--- src/rtl/can_frame_rx_monitor_if.sv ---
// Bit-strobe input and decoded-frame output bundle of the CAN frame rx monitor.
// The monitor is the slave side; the bench drives the bus as master.
interface can_frame_rx_monitor_if #(
  parameter int CNT_W = 16
) ();
  logic             bit_en;
  logic             rxbit;
  logic             frame_valid;
  logic [10:0]      rx_id;
  logic             rx_rtr;
  logic [3:0]       rx_dlc;
  logic [63:0]      rx_data;
  logic             stuff_err;
  logic             crc_err;
  logic             form_err;
  logic             busy;
  logic [CNT_W-1:0] frame_count;
  logic [CNT_W-1:0] err_count;

  modport slave (
    input  bit_en, rxbit,
    output frame_valid, rx_id, rx_rtr, rx_dlc, rx_data,
    output stuff_err, crc_err, form_err, busy,
    output frame_count, err_count
  );

  modport master (
    output bit_en, rxbit,
    input  frame_valid, rx_id, rx_rtr, rx_dlc, rx_data,
    input  stuff_err, crc_err, form_err, busy,
    input  frame_count, err_count
  );
endinterface

--- src/rtl/can_frame_rx_monitor.sv ---
// Standard-frame CAN receiver: destuff, parse, CRC-15 and form checks.
// Define CANRX_ACK_CHECK_EN to require a dominant ACK slot.
module can_frame_rx_monitor #(
  parameter int IDLE_BITS = 11,
  parameter int CNT_W     = 16
) (
  input logic                   clk,
  input logic                   rst,
  can_frame_rx_monitor_if.slave bus
);
  localparam int IW = $clog2(IDLE_BITS + 1);
  localparam logic [IW-1:0] IDLE_MAX = IW'(IDLE_BITS);
  localparam logic [IW-1:0] IDLE_PRE = IW'(IDLE_BITS - 1);

  typedef enum logic [3:0] {
    S_IDLE, S_ARB, S_CTRL, S_DATA, S_CRC,
    S_CRC_DEL, S_ACK, S_ACK_DEL, S_EOF, S_ERROR
  } state_t;

  function automatic logic [14:0] crc_step(
    input logic [14:0] c, input logic b);
    crc_step = {c[13:0], 1'b0} ^
               ((b ^ c[14]) ? 15'h4599 : 15'h0000);
  endfunction

  state_t           state_q, state_d;
  logic [IW-1:0]    idle_cnt_q, idle_cnt_d;
  logic [6:0]       bit_cnt_q, bit_cnt_d;
  logic [2:0]       run_cnt_q, run_cnt_d;
  logic             last_bit_q, last_bit_d;
  logic [14:0]      crc_q, crc_d;
  logic [14:0]      crc_rx_q, crc_rx_d;
  logic [10:0]      id_q, id_d;
  logic             rtr_q, rtr_d;
  logic [3:0]       dlc_q, dlc_d;
  logic [3:0]       len_q, len_d;
  logic [63:0]      data_q, data_d;
  logic             fv_q, fv_d;
  logic [10:0]      rx_id_q, rx_id_d;
  logic             rx_rtr_q, rx_rtr_d;
  logic [3:0]       rx_dlc_q, rx_dlc_d;
  logic [63:0]      rx_data_q, rx_data_d;
  logic             se_q, se_d;
  logic             ce_q, ce_d;
  logic             fe_q, fe_d;
  logic [CNT_W-1:0] frame_count_q, frame_count_d;
  logic [CNT_W-1:0] err_count_q, err_count_d;

  logic       rxb;
  logic       take;
  logic       err_s, err_c, err_f;
  logic [3:0] dlc_n;
  logic [3:0] len_n;
  logic [6:0] nbits;

  assign rxb   = bus.rxbit;
  assign nbits = {len_q, 3'b000};

  always_comb begin
    state_d       = state_q;
    idle_cnt_d    = idle_cnt_q;
    bit_cnt_d     = bit_cnt_q;
    run_cnt_d     = run_cnt_q;
    last_bit_d    = last_bit_q;
    crc_d         = crc_q;
    crc_rx_d      = crc_rx_q;
    id_d          = id_q;
    rtr_d         = rtr_q;
    dlc_d         = dlc_q;
    len_d         = len_q;
    data_d        = data_q;
    rx_id_d       = rx_id_q;
    rx_rtr_d      = rx_rtr_q;
    rx_dlc_d      = rx_dlc_q;
    rx_data_d     = rx_data_q;
    frame_count_d = frame_count_q;
    err_count_d   = err_count_q;
    fv_d          = 1'b0;
    se_d          = 1'b0;
    ce_d          = 1'b0;
    fe_d          = 1'b0;
    take          = 1'b1;
    err_s         = 1'b0;
    err_c         = 1'b0;
    err_f         = 1'b0;
    dlc_n         = {dlc_q[2:0], rxb};
    len_n         = 4'd0;
    if (bus.bit_en) begin
      // Destuffing window spans SOF through the last CRC bit.
      if (state_q inside {S_ARB, S_CTRL, S_DATA, S_CRC}) begin
        if (run_cnt_q == 3'd5) begin
          take = 1'b0;
          if (rxb == last_bit_q) begin
            err_s = 1'b1;
          end else begin
            run_cnt_d  = 3'd1;
            last_bit_d = rxb;
          end
        end else begin
          run_cnt_d  = (rxb == last_bit_q) ? run_cnt_q + 3'd1 : 3'd1;
          last_bit_d = rxb;
        end
      end
      if (take) begin
        unique case (state_q)
          S_IDLE: begin
            if (rxb) begin
              if (idle_cnt_q != IDLE_MAX)
                idle_cnt_d = idle_cnt_q + 1'b1;
            end else if (idle_cnt_q == IDLE_MAX) begin
              state_d    = S_ARB;
              bit_cnt_d  = 7'd0;
              run_cnt_d  = 3'd1;
              last_bit_d = 1'b0;
              crc_d      = 15'd0;
              crc_rx_d   = 15'd0;
              id_d       = 11'd0;
              rtr_d      = 1'b0;
              dlc_d      = 4'd0;
              len_d      = 4'd0;
              data_d     = 64'd0;
            end else begin
              idle_cnt_d = '0;
            end
          end
          S_ARB: begin
            crc_d = crc_step(crc_q, rxb);
            if (bit_cnt_q < 7'd11) begin
              id_d      = {id_q[9:0], rxb};
              bit_cnt_d = bit_cnt_q + 7'd1;
            end else begin
              rtr_d     = rxb;
              state_d   = S_CTRL;
              bit_cnt_d = 7'd0;
            end
          end
          S_CTRL: begin
            crc_d = crc_step(crc_q, rxb);
            if (bit_cnt_q == 7'd0 && rxb) begin
              err_f = 1'b1;
            end else if (bit_cnt_q == 7'd5) begin
              dlc_d = dlc_n;
              if (!rtr_q)
                len_n = (dlc_n > 4'd8) ? 4'd8 : dlc_n;
              len_d     = len_n;
              state_d   = (len_n == 4'd0) ? S_CRC : S_DATA;
              bit_cnt_d = 7'd0;
            end else begin
              if (bit_cnt_q >= 7'd2)
                dlc_d = dlc_n;
              bit_cnt_d = bit_cnt_q + 7'd1;
            end
          end
          S_DATA: begin
            crc_d = crc_step(crc_q, rxb);
            data_d[6'd63 - bit_cnt_q[5:0]] = rxb;
            if (bit_cnt_q == nbits - 7'd1) begin
              state_d   = S_CRC;
              bit_cnt_d = 7'd0;
            end else begin
              bit_cnt_d = bit_cnt_q + 7'd1;
            end
          end
          S_CRC: begin
            crc_rx_d = {crc_rx_q[13:0], rxb};
            if (bit_cnt_q == 7'd14) begin
              state_d   = S_CRC_DEL;
              bit_cnt_d = 7'd0;
            end else begin
              bit_cnt_d = bit_cnt_q + 7'd1;
            end
          end
          S_CRC_DEL: begin
            if (!rxb)                 err_f   = 1'b1;
            else if (crc_rx_q != crc_q) err_c = 1'b1;
            else                      state_d = S_ACK;
          end
          S_ACK: begin
`ifdef CANRX_ACK_CHECK_EN
            if (rxb) err_f   = 1'b1;
            else     state_d = S_ACK_DEL;
`else
            state_d = S_ACK_DEL;
`endif
          end
          S_ACK_DEL: begin
            if (!rxb) begin
              err_f = 1'b1;
            end else begin
              state_d   = S_EOF;
              bit_cnt_d = 7'd0;
            end
          end
          S_EOF: begin
            if (!rxb) begin
              err_f = 1'b1;
            end else if (bit_cnt_q == 7'd6) begin
              rx_id_d       = id_q;
              rx_rtr_d      = rtr_q;
              rx_dlc_d      = dlc_q;
              rx_data_d     = data_q;
              fv_d          = 1'b1;
              frame_count_d = frame_count_q + CNT_W'(1);
              state_d       = S_IDLE;
              idle_cnt_d    = IDLE_MAX;
            end else begin
              bit_cnt_d = bit_cnt_q + 7'd1;
            end
          end
          S_ERROR: begin
            if (!rxb) begin
              idle_cnt_d = '0;
            end else if (idle_cnt_q == IDLE_PRE) begin
              state_d    = S_IDLE;
              idle_cnt_d = IDLE_MAX;
            end else begin
              idle_cnt_d = idle_cnt_q + 1'b1;
            end
          end
          default: state_d = S_IDLE;
        endcase
      end
      if (err_s || err_c || err_f) begin
        se_d        = err_s;
        ce_d        = err_c;
        fe_d        = err_f;
        err_count_d = err_count_q + CNT_W'(1);
        state_d     = S_ERROR;
        idle_cnt_d  = '0;
      end
    end
  end

  always_ff @(posedge clk) begin
    if (rst) begin
      state_q       <= S_IDLE;
      idle_cnt_q    <= IDLE_MAX;
      bit_cnt_q     <= '0;
      run_cnt_q     <= '0;
      last_bit_q    <= 1'b1;
      crc_q         <= '0;
      crc_rx_q      <= '0;
      id_q          <= '0;
      rtr_q         <= 1'b0;
      dlc_q         <= '0;
      len_q         <= '0;
      data_q        <= '0;
      fv_q          <= 1'b0;
      rx_id_q       <= '0;
      rx_rtr_q      <= 1'b0;
      rx_dlc_q      <= '0;
      rx_data_q     <= '0;
      se_q          <= 1'b0;
      ce_q          <= 1'b0;
      fe_q          <= 1'b0;
      frame_count_q <= '0;
      err_count_q   <= '0;
    end else begin
      state_q       <= state_d;
      idle_cnt_q    <= idle_cnt_d;
      bit_cnt_q     <= bit_cnt_d;
      run_cnt_q     <= run_cnt_d;
      last_bit_q    <= last_bit_d;
      crc_q         <= crc_d;
      crc_rx_q      <= crc_rx_d;
      id_q          <= id_d;
      rtr_q         <= rtr_d;
      dlc_q         <= dlc_d;
      len_q         <= len_d;
      data_q        <= data_d;
      fv_q          <= fv_d;
      rx_id_q       <= rx_id_d;
      rx_rtr_q      <= rx_rtr_d;
      rx_dlc_q      <= rx_dlc_d;
      rx_data_q     <= rx_data_d;
      se_q          <= se_d;
      ce_q          <= ce_d;
      fe_q          <= fe_d;
      frame_count_q <= frame_count_d;
      err_count_q   <= err_count_d;
    end
  end

  assign bus.frame_valid = fv_q;
  assign bus.rx_id       = rx_id_q;
  assign bus.rx_rtr      = rx_rtr_q;
  assign bus.rx_dlc      = rx_dlc_q;
  assign bus.rx_data     = rx_data_q;
  assign bus.stuff_err   = se_q;
  assign bus.crc_err     = ce_q;
  assign bus.form_err    = fe_q;
  assign bus.busy        = (state_q != S_IDLE) && (state_q != S_ERROR);
  assign bus.frame_count = frame_count_q;
  assign bus.err_count   = err_count_q;
endmodule
--- src/flat_wrapper.sv ---
// flat-port wrapper written by rule: the top's interface ports become plain ports
module can_frame_rx_monitor_flat 
#(
  parameter int IDLE_BITS = 11,
  parameter int CNT_W     = 16
)
  (clk, rst, bus_bit_en, bus_rxbit, bus_frame_valid, bus_rx_id, bus_rx_rtr, bus_rx_dlc, bus_rx_data, bus_stuff_err, bus_crc_err, bus_form_err, bus_busy, bus_frame_count, bus_err_count);
  can_frame_rx_monitor_if #(.CNT_W(CNT_W)) bus_i ();
  input logic clk;
  input logic rst;
  input wire logic [$bits(bus_i.bit_en)-1:0] bus_bit_en;
  input wire logic [$bits(bus_i.rxbit)-1:0] bus_rxbit;
  output wire logic [$bits(bus_i.frame_valid)-1:0] bus_frame_valid;
  output wire logic [$bits(bus_i.rx_id)-1:0] bus_rx_id;
  output wire logic [$bits(bus_i.rx_rtr)-1:0] bus_rx_rtr;
  output wire logic [$bits(bus_i.rx_dlc)-1:0] bus_rx_dlc;
  output wire logic [$bits(bus_i.rx_data)-1:0] bus_rx_data;
  output wire logic [$bits(bus_i.stuff_err)-1:0] bus_stuff_err;
  output wire logic [$bits(bus_i.crc_err)-1:0] bus_crc_err;
  output wire logic [$bits(bus_i.form_err)-1:0] bus_form_err;
  output wire logic [$bits(bus_i.busy)-1:0] bus_busy;
  output wire logic [$bits(bus_i.frame_count)-1:0] bus_frame_count;
  output wire logic [$bits(bus_i.err_count)-1:0] bus_err_count;
  assign bus_i.bit_en = bus_bit_en;
  assign bus_i.rxbit = bus_rxbit;
  assign bus_frame_valid = bus_i.frame_valid;
  assign bus_rx_id = bus_i.rx_id;
  assign bus_rx_rtr = bus_i.rx_rtr;
  assign bus_rx_dlc = bus_i.rx_dlc;
  assign bus_rx_data = bus_i.rx_data;
  assign bus_stuff_err = bus_i.stuff_err;
  assign bus_crc_err = bus_i.crc_err;
  assign bus_form_err = bus_i.form_err;
  assign bus_busy = bus_i.busy;
  assign bus_frame_count = bus_i.frame_count;
  assign bus_err_count = bus_i.err_count;
  can_frame_rx_monitor #(.IDLE_BITS(IDLE_BITS), .CNT_W(CNT_W)) u_core (.clk(clk), .rst(rst), .bus(bus_i));
endmodule
--- config.mk ---
export PLATFORM = sky130hd
export DESIGN_NAME = can_frame_rx_monitor_flat
export DESIGN_NICKNAME = d
export VERILOG_FILES = /design/src/rtl/can_frame_rx_monitor_if.sv /design/src/rtl/can_frame_rx_monitor.sv /design/src/flat_wrapper.sv
export SDC_FILE = /design/constraint.sdc
export NUM_CORES = 1
export LEC_CHECK = 0
export ABC_AREA = 1
export CAP_MARGIN = 15
export CORE_MARGIN = 3
export CORE_UTILIZATION = 30
export CTS_BUF_LIST = sky130_fd_sc_hd__clkbuf_16
export DETAILED_ROUTE_END_ITERATION = 12
export GPL_TIMING_DRIVEN = 0
export PLACE_DENSITY = 0.57
export SLEW_MARGIN = 10
export SYNTH_ARGS = -nofsm -noshare
export SYNTH_HDL_FRONTEND = slang
export SYNTH_SLANG_ARGS = --single-unit
--- constraint.sdc ---
create_clock -name clk -period 2.64 [get_ports clk]
set_clock_uncertainty 0.2 [all_clocks]
set_input_delay 0.264 -clock clk [delete_from_list [all_inputs] [get_ports clk]]
set_output_delay 0.264 -clock clk [all_outputs]
set_load 0.03 [all_outputs]
### Word-level counts from Yosys, hierarchy flattened

Cells that the tools add are included.

* input bits: 4
* word-level logic and storage cells: 228
* register bits after elaboration: 249
* output and inout bits: 117

* reductions and logical operators: 34
* eq/ne operators: 46
* add/sub/neg operators: 7
* order comparisons: 5
* muxes and demuxes: 107
* bitwise gates (word level): 7

Operators with widths (number)
* $mux 4: 39
* $mux 64: 2
* $pmux 64 s2: 1
* $mux 7: 10
* $bwmux 64: 1
* $pmux 15 s2: 2
* $pmux 7 s7: 1
* $mux 15: 3
* $pmux 4 s10: 1
* $mux 11: 3
* $add 16x1->16 const B: 2
* $mux 1: 28
* $mux 3: 9
* $pmux 11 s2: 1
* $ne 3x3->1 const B: 7
* $reduce_and 7->1: 3
* $reduce_and 5->1: 4
* $eq 4x3->1 const B: 4
* $eq 4x4->1 const B: 4
* $ne 2x2->1 const B: 8
* $pmux 4 s2: 2
* $reduce_and 16->1: 1
* $ne 15x15->1: 1
* $ne 3x2->1 const B: 5
* 39 further kinds: 64

### Longest topological paths before layout

* word-level depth: 15
* mapped depth: 16
* mapped depth without buffers: 16

### Least setup slack after synthesis

Ideal clock, no wire load.

* path type: flip-flop to flip-flop
* start: register u_core.bit_cnt_q[0]
* end: register u_core.err_count_q[1], in the netlist u_core.bus.err_count[1]
* setup slack: 500 ps
* clock period less this slack: 2140 ps
* arrival time: 1824 ps
* setup time: 116 ps
* path buffers: 1
* data required time: 2324 ps
* cell stages (with the launch flop): 14
* cell sequence: dfxtp_1 inv_1 ha_1 nand3_1 nor2_1 nand3_1 nand2_1 a21oi_2 nand2_2 nand2_4 inv_4 buf_4 nor2_1 nor2_1

* word-level cells in the longest chain between the ends: 8

Ends and longest elaborated chain
* from (decl): line can_frame_rx_monitor.sv:28 `logic [6:0] bit_cnt_q, bit_cnt_d;`
* from (signal assigned): line can_frame_rx_monitor.sv:261 `bit_cnt_q <= bit_cnt_d;`
* $logic_not 7->1: line can_frame_rx_monitor.sv:139 `if (bit_cnt_q == 7'd0 && rxb) begin`
* $logic_and 1x1->1: line can_frame_rx_monitor.sv:139
* $mux 1: line can_frame_rx_monitor.sv:139
* $pmux 1 s2: line can_frame_rx_monitor.sv:105 `unique case (state_q)`
* $mux 1: line can_frame_rx_monitor.sv:104 `if (take) begin`
* $mux 1: line can_frame_rx_monitor.sv:88 `if (bus.bit_en) begin`
* $logic_or 1x1->1: line can_frame_rx_monitor.sv:223 `if (err_s || err_c || err_f) begin`
* $reduce_and 2->1 (no line)
* to (signal assigned): line can_frame_rx_monitor.sv:280 `err_count_q <= err_count_d;`
* to (decl): line can_frame_rx_monitor.sv:47 `logic [CNT_W-1:0] err_count_q, err_count_d;`

Every way passes these cells. The select of a mux whose other input is x is not followed.
A chain may end at the register's enable or synchronous reset.

### Worst setup path in the final report

* start: register u_core.state_q[3]
* end: register u_core.id_q[0]

* word-level cells in the longest chain between the ends: 5
* elaborated cells between the ends (all ways): 14
* classes of those cells: eq/ne (7); mux (3); reduce/logical (4)

Ends and longest elaborated chain
* from (decl): line can_frame_rx_monitor.sv:26 `state_t state_q, state_d;`
* from (signal assigned): line can_frame_rx_monitor.sv:259 `state_q <= state_d;`
* $eq 4x1->1 (tied with other cells): line can_frame_rx_monitor.sv:90, can_frame_rx_monitor.sv:105
* $reduce_bool 4->1: line can_frame_rx_monitor.sv:90 `if (state_q inside {S_ARB, S_CTRL, S_DATA, S_CRC}) begin`
* $mux 1: line can_frame_rx_monitor.sv:90
* $mux 1: line can_frame_rx_monitor.sv:88
* $reduce_and 6->1 (no line)
* to (signal assigned): line can_frame_rx_monitor.sv:266 `id_q <= id_d;`
* to (decl): line can_frame_rx_monitor.sv:33 `logic [10:0] id_q, id_d;`

Parallel ways exist; a longest one is shown, timed or not. The select of a mux whose other input is x is not followed.

==> out/metrics.csv <==
stage,metric,value,unit
detailed_routing,DR WL/cell,14.8,um
worst_setup_path,R2R setup slack,0.16,ns
floorplan,die width,197,um
detailed_routing,ANT nets after route,0,
cells_and_area,Final #Nets,1675,
cells_and_area,final instance area,13700,um^2
worst_setup_path,WP buf/inv,3,
synth,Yosys top cell area share,45.5,%
worst_setup_path,Critical-path top delay cell,dfxtp_1,
clock_network,total CTS buffers,28,
placed_design,IO buf count,118,
detailed_routing,final WL,31700,um
pwr,Total Power,11300,uW
worst_setup_path,Max stage delay on crit path,0.30,ns
floorplan,I/O pins,121,
pwr,power per cell area,827,nW/um^2
cells_and_area,ANT cells,0,
placed_design,Final Wtd Congestion,0.879,
cells_and_area,"most common cell after layout, fill and taps aside",nand2_1,
timing,Final WS setup,0.156,ns
pwr,Static Leakage,0.00510,uW
timing,RSZ-0062 raised after global routing,true,
pwr,maximum VDD drop,0.691,mV
run,Max Cap Viol,0,
worst_hold_path,type of the most critical hold path,in -> reg,
worst_setup_path,Worst R2R Path Depth,12,
worst_setup_path,"CP delay by family, top",simple AND/OR/NAND/NOR gates,
clock_network,total clock sinks,249,
placed_design,pre-CTS setup slack,-0.179,ns
synth,"Distinct cells, synth",46,
worst_setup_path,Worst EP arrival,2.76,ns
detailed_routing,DR vias,10200,
clock_network,CTS tree,yes,
worst_setup_path,Critical Path End Type,flop,
timing,Max Slew Vio Count,0,
floorplan,FP Rows,69,
synth,Mapped Cells,1505,
placed_design,HPWL after detailed placement,23200,um
worst_setup_path,RR Startpoint,u_core.state_q[3],
timing,WHS,0.0947,ns
timing,"Setup violations, final",0,
detailed_routing,Residual DRC,0,
floorplan,Core ar.,35800,um^2
grt,first-pass GRT wire length,51300,um
timing,worst slew pin tran,0.794,ns
synth,synthesized flop and latch total,249,
cells_and_area,footprint of the multi-input gates,4970,um^2
status,status,"finished, final reports clean",
cells_and_area,final-layout fill cell count,3705,
clock_network,Root Buffer,clkbuf_16,
timing,Fin. Hold Viols,0,
clock_network,Worst-path clk slew,0.06,ns
clock_network,htree depth,1,
worst_setup_path,Setup CP Type,reg -> reg,
grt,vias in the first global route,9753,
cells_and_area,Area Growth Syn to Fin,24.8,%
floorplan,Starting Density,30.6,%
timing,Tmin final,2.48,ns
timing,Max-slew headroom,46.9,%
cells_and_area,most frequent cells in the layout,"nand2_1, dfxtp_1, a21oi_1, inv_1, nor2_1",
placed_design,Placement Cell Area,12700,um^2
timing,Setup TNS,0,ns
detailed_routing,Detailed Route Iter0 Violations,610,
worst_setup_path,Critical Path Start,u_core.state_q[3],
synth,syn avg cell area,7.28,um^2
synth,"Seq/Total Area, Yosys",45.5,%
clock_network,Clock Path Buffers,3,
cells_and_area,FF+latch area,4990,um^2
clock_network,Worst-Skew Late Latency,0.56,ns
synth,Ys Warns,0,
synth,Mapped Nets,1520,
floorplan,DIE AREA,38900,um^2
worst_setup_path,crit path capture,u_core.id_q[0],
detailed_routing,post-DR vias/cell,4.77,
worst_setup_path,CP cell instances,buf_2 > nor2_1 > nand2_2 > nand2_2 > nand2_4 > nand3_1 > inv_1 > nand2_1 > nor3_2 > buf_2 > a21oi_1 > nor2_1,
worst_setup_path,reg-to-reg endpoint,u_core.id_q[0],
grt,gr ovfl total,0,
worst_setup_path,Critical Path RT,2.92,ns
cells_and_area,layout cells sized above 1,8.29,%
floorplan,Chip Height,197,um
detailed_routing,drt first pass iters,5,
grt,Tot GR Track Use,16.0,%
worst_setup_path,Levels on crit path,12,
worst_setup_path,CP max FO,10,
timing,Max Freq,403,MHz
synth,Synth area leader,dfxtp_1,
synth,Synth area leaders,"dfxtp_1, nand2_1, a21oi_1",
synth,post-synth design cell area,11000,um^2
timing,crit share post-route,94.1,%
worst_setup_path,Setup crit start kind,flop,
grt,largest net degree at the start of global routing,16,
grt,initial antenna violation count,0,
-- worst min path at each step --
stage | start | to | slack [ns] | cells past startpoint
after global placement | u_core.data_q[62] | u_core.data_q[62] | 0.24 | 2
after global routing | bus_rxbit | u_core.bus.crc_err | 0.13 | 3
after floorplan | u_core.data_q[10] | u_core.data_q[10] | 0.23 | 2
after CTS | bus_rxbit | u_core.bus.crc_err | 0.09 | 3
final | bus_rxbit | u_core.bus.crc_err | 0.09 | 3
after detailed placement | u_core.data_q[33] | u_core.data_q[33] | 0.24 | 2
-- kinds of logic (layout without fill, tap and decap cells) --
| kind of cell | Yosys count | in the layout | share of synthesized area (%) |
|---|---|---|---|
| buffers and inverters | 252 | 423 | 9.45 |
| xor gates and xnor gates | 21 | 21 | 1.68 |
| adders and majority gates | 11 | 11 | 1.26 |
| AOI/OAI and AO/OA | 401 | 401 | 19.5 |
| DFF | 249 | 249 | 45.5 |
| and+or+nand+nor | 571 | 571 | 22.6 |
-- what timing repair did --
action / in CTS / in global routing
gates resized for setup: 3 / 15
setup buffers: 2 / 5
pin swaps: 1 / 2
hold buffers: 1 / 0
hold endpoints to repair: 1 / 0
setup endpoints to repair: 58 / 59
-- worst register-to-register path: stages (launching register included) --
cell and delay, ns:
dfxtp_1 0.30, buf_2 0.21, nor2_1 0.11, nand2_2 0.15, nand2_2 0.12, nand2_4 0.11, nand3_1 0.20, inv_1 0.18
nand2_1 0.16, nor3_2 0.23, buf_2 0.26, a21oi_1 0.09, nor2_1 0.10
-- metrics by stage --
stage          util, %  std cells
2_1_floorplan        -       1505
3_3_place_gp      35.5       2084
3_5_place_dp      35.5       2084
4_1_cts           37.9       2133
5_1_grt           38.2       2137
6_report          38.2       2137
-- routing by layer --
metal  track usage, %  up-vias  part of all wire (%)
li1                 -     5251                     -
met1             21.4     4677                    46
met2             27.5      214                    47
met3             2.00       58                   3.8
met4             4.22        0                   2.9
met5                0        -                     0
-- cell usage after synthesis, drive strengths merged --
| cell type | number |
|---|---|
| nand2 | 280 |
| dfxtp | 249 |
| a21oi | 201 |
| inv | 183 |
| nor2 | 174 |
| o21ai | 150 |
| nand3 | 56 |
| nor3 | 38 |
| buf | 34 |
| clkbuf | 29 |
| a22oi | 24 |
| a211oi | 17 |
| xor2 | 12 |
| ha | 11 |
| nand4 | 11 |
| xnor2 | 9 |
| clkinv | 6 |
| nor4 | 4 |
| a31oi | 3 |
| and3 | 3 |
| o41ai | 2 |
| or2 | 2 |
| a32oi | 1 |
| nand2b | 1 |
| nand3b | 1 |
| nor3b | 1 |
| o2111a | 1 |
| o211ai | 1 |
| o32ai | 1 |
-- where the power goes --
| part | switching, uW | leakage [uW] | internal [uW] |
|---|---|---|---|
| Clock | 1550 | 0.000419 | 2010 |
| Combinational | 2510 | 0.00267 | 1090 |
| Sequential | 176 | 0.00201 | 3980 |
-- final cells by class --
| type | count | share of cell area, % |
|---|---|---|
| well taps | 461 | 4.22 |
| flip-flops and latches | 249 | 36.5 |
| clock inverters | 18 | 0.979 |
| clock buffers | 28 | 5.12 |
| multi-input cells | 1004 | 36.4 |
| inverters | 189 | 5.25 |
| plain buffers | 62 | 2.36 |
| repair buffers | 126 | 9.26 |
-- flip-flops by register name, summed over array words and instances (netlist names), 3 cells and up --
| register | count |
|---|---|
| u_core.state_q | 4 |
| u_core.len_q | 4 |
| u_core.run_cnt_q | 3 |
| u_core.bus.rx_data | 64 |
| u_core.idle_cnt_q | 4 |
| u_core.crc_q | 15 |
| u_core.crc_rx_q | 15 |
| u_core.bit_cnt_q | 7 |
| u_core.data_q | 64 |
| u_core.bus.err_count | 16 |
| u_core.dlc_q | 4 |
| u_core.id_q | 11 |
| u_core.bus.rx_id | 11 |
| u_core.bus.frame_count | 16 |
| u_core.bus.rx_dlc | 4 |
Power figures use the tool's default switching activity.
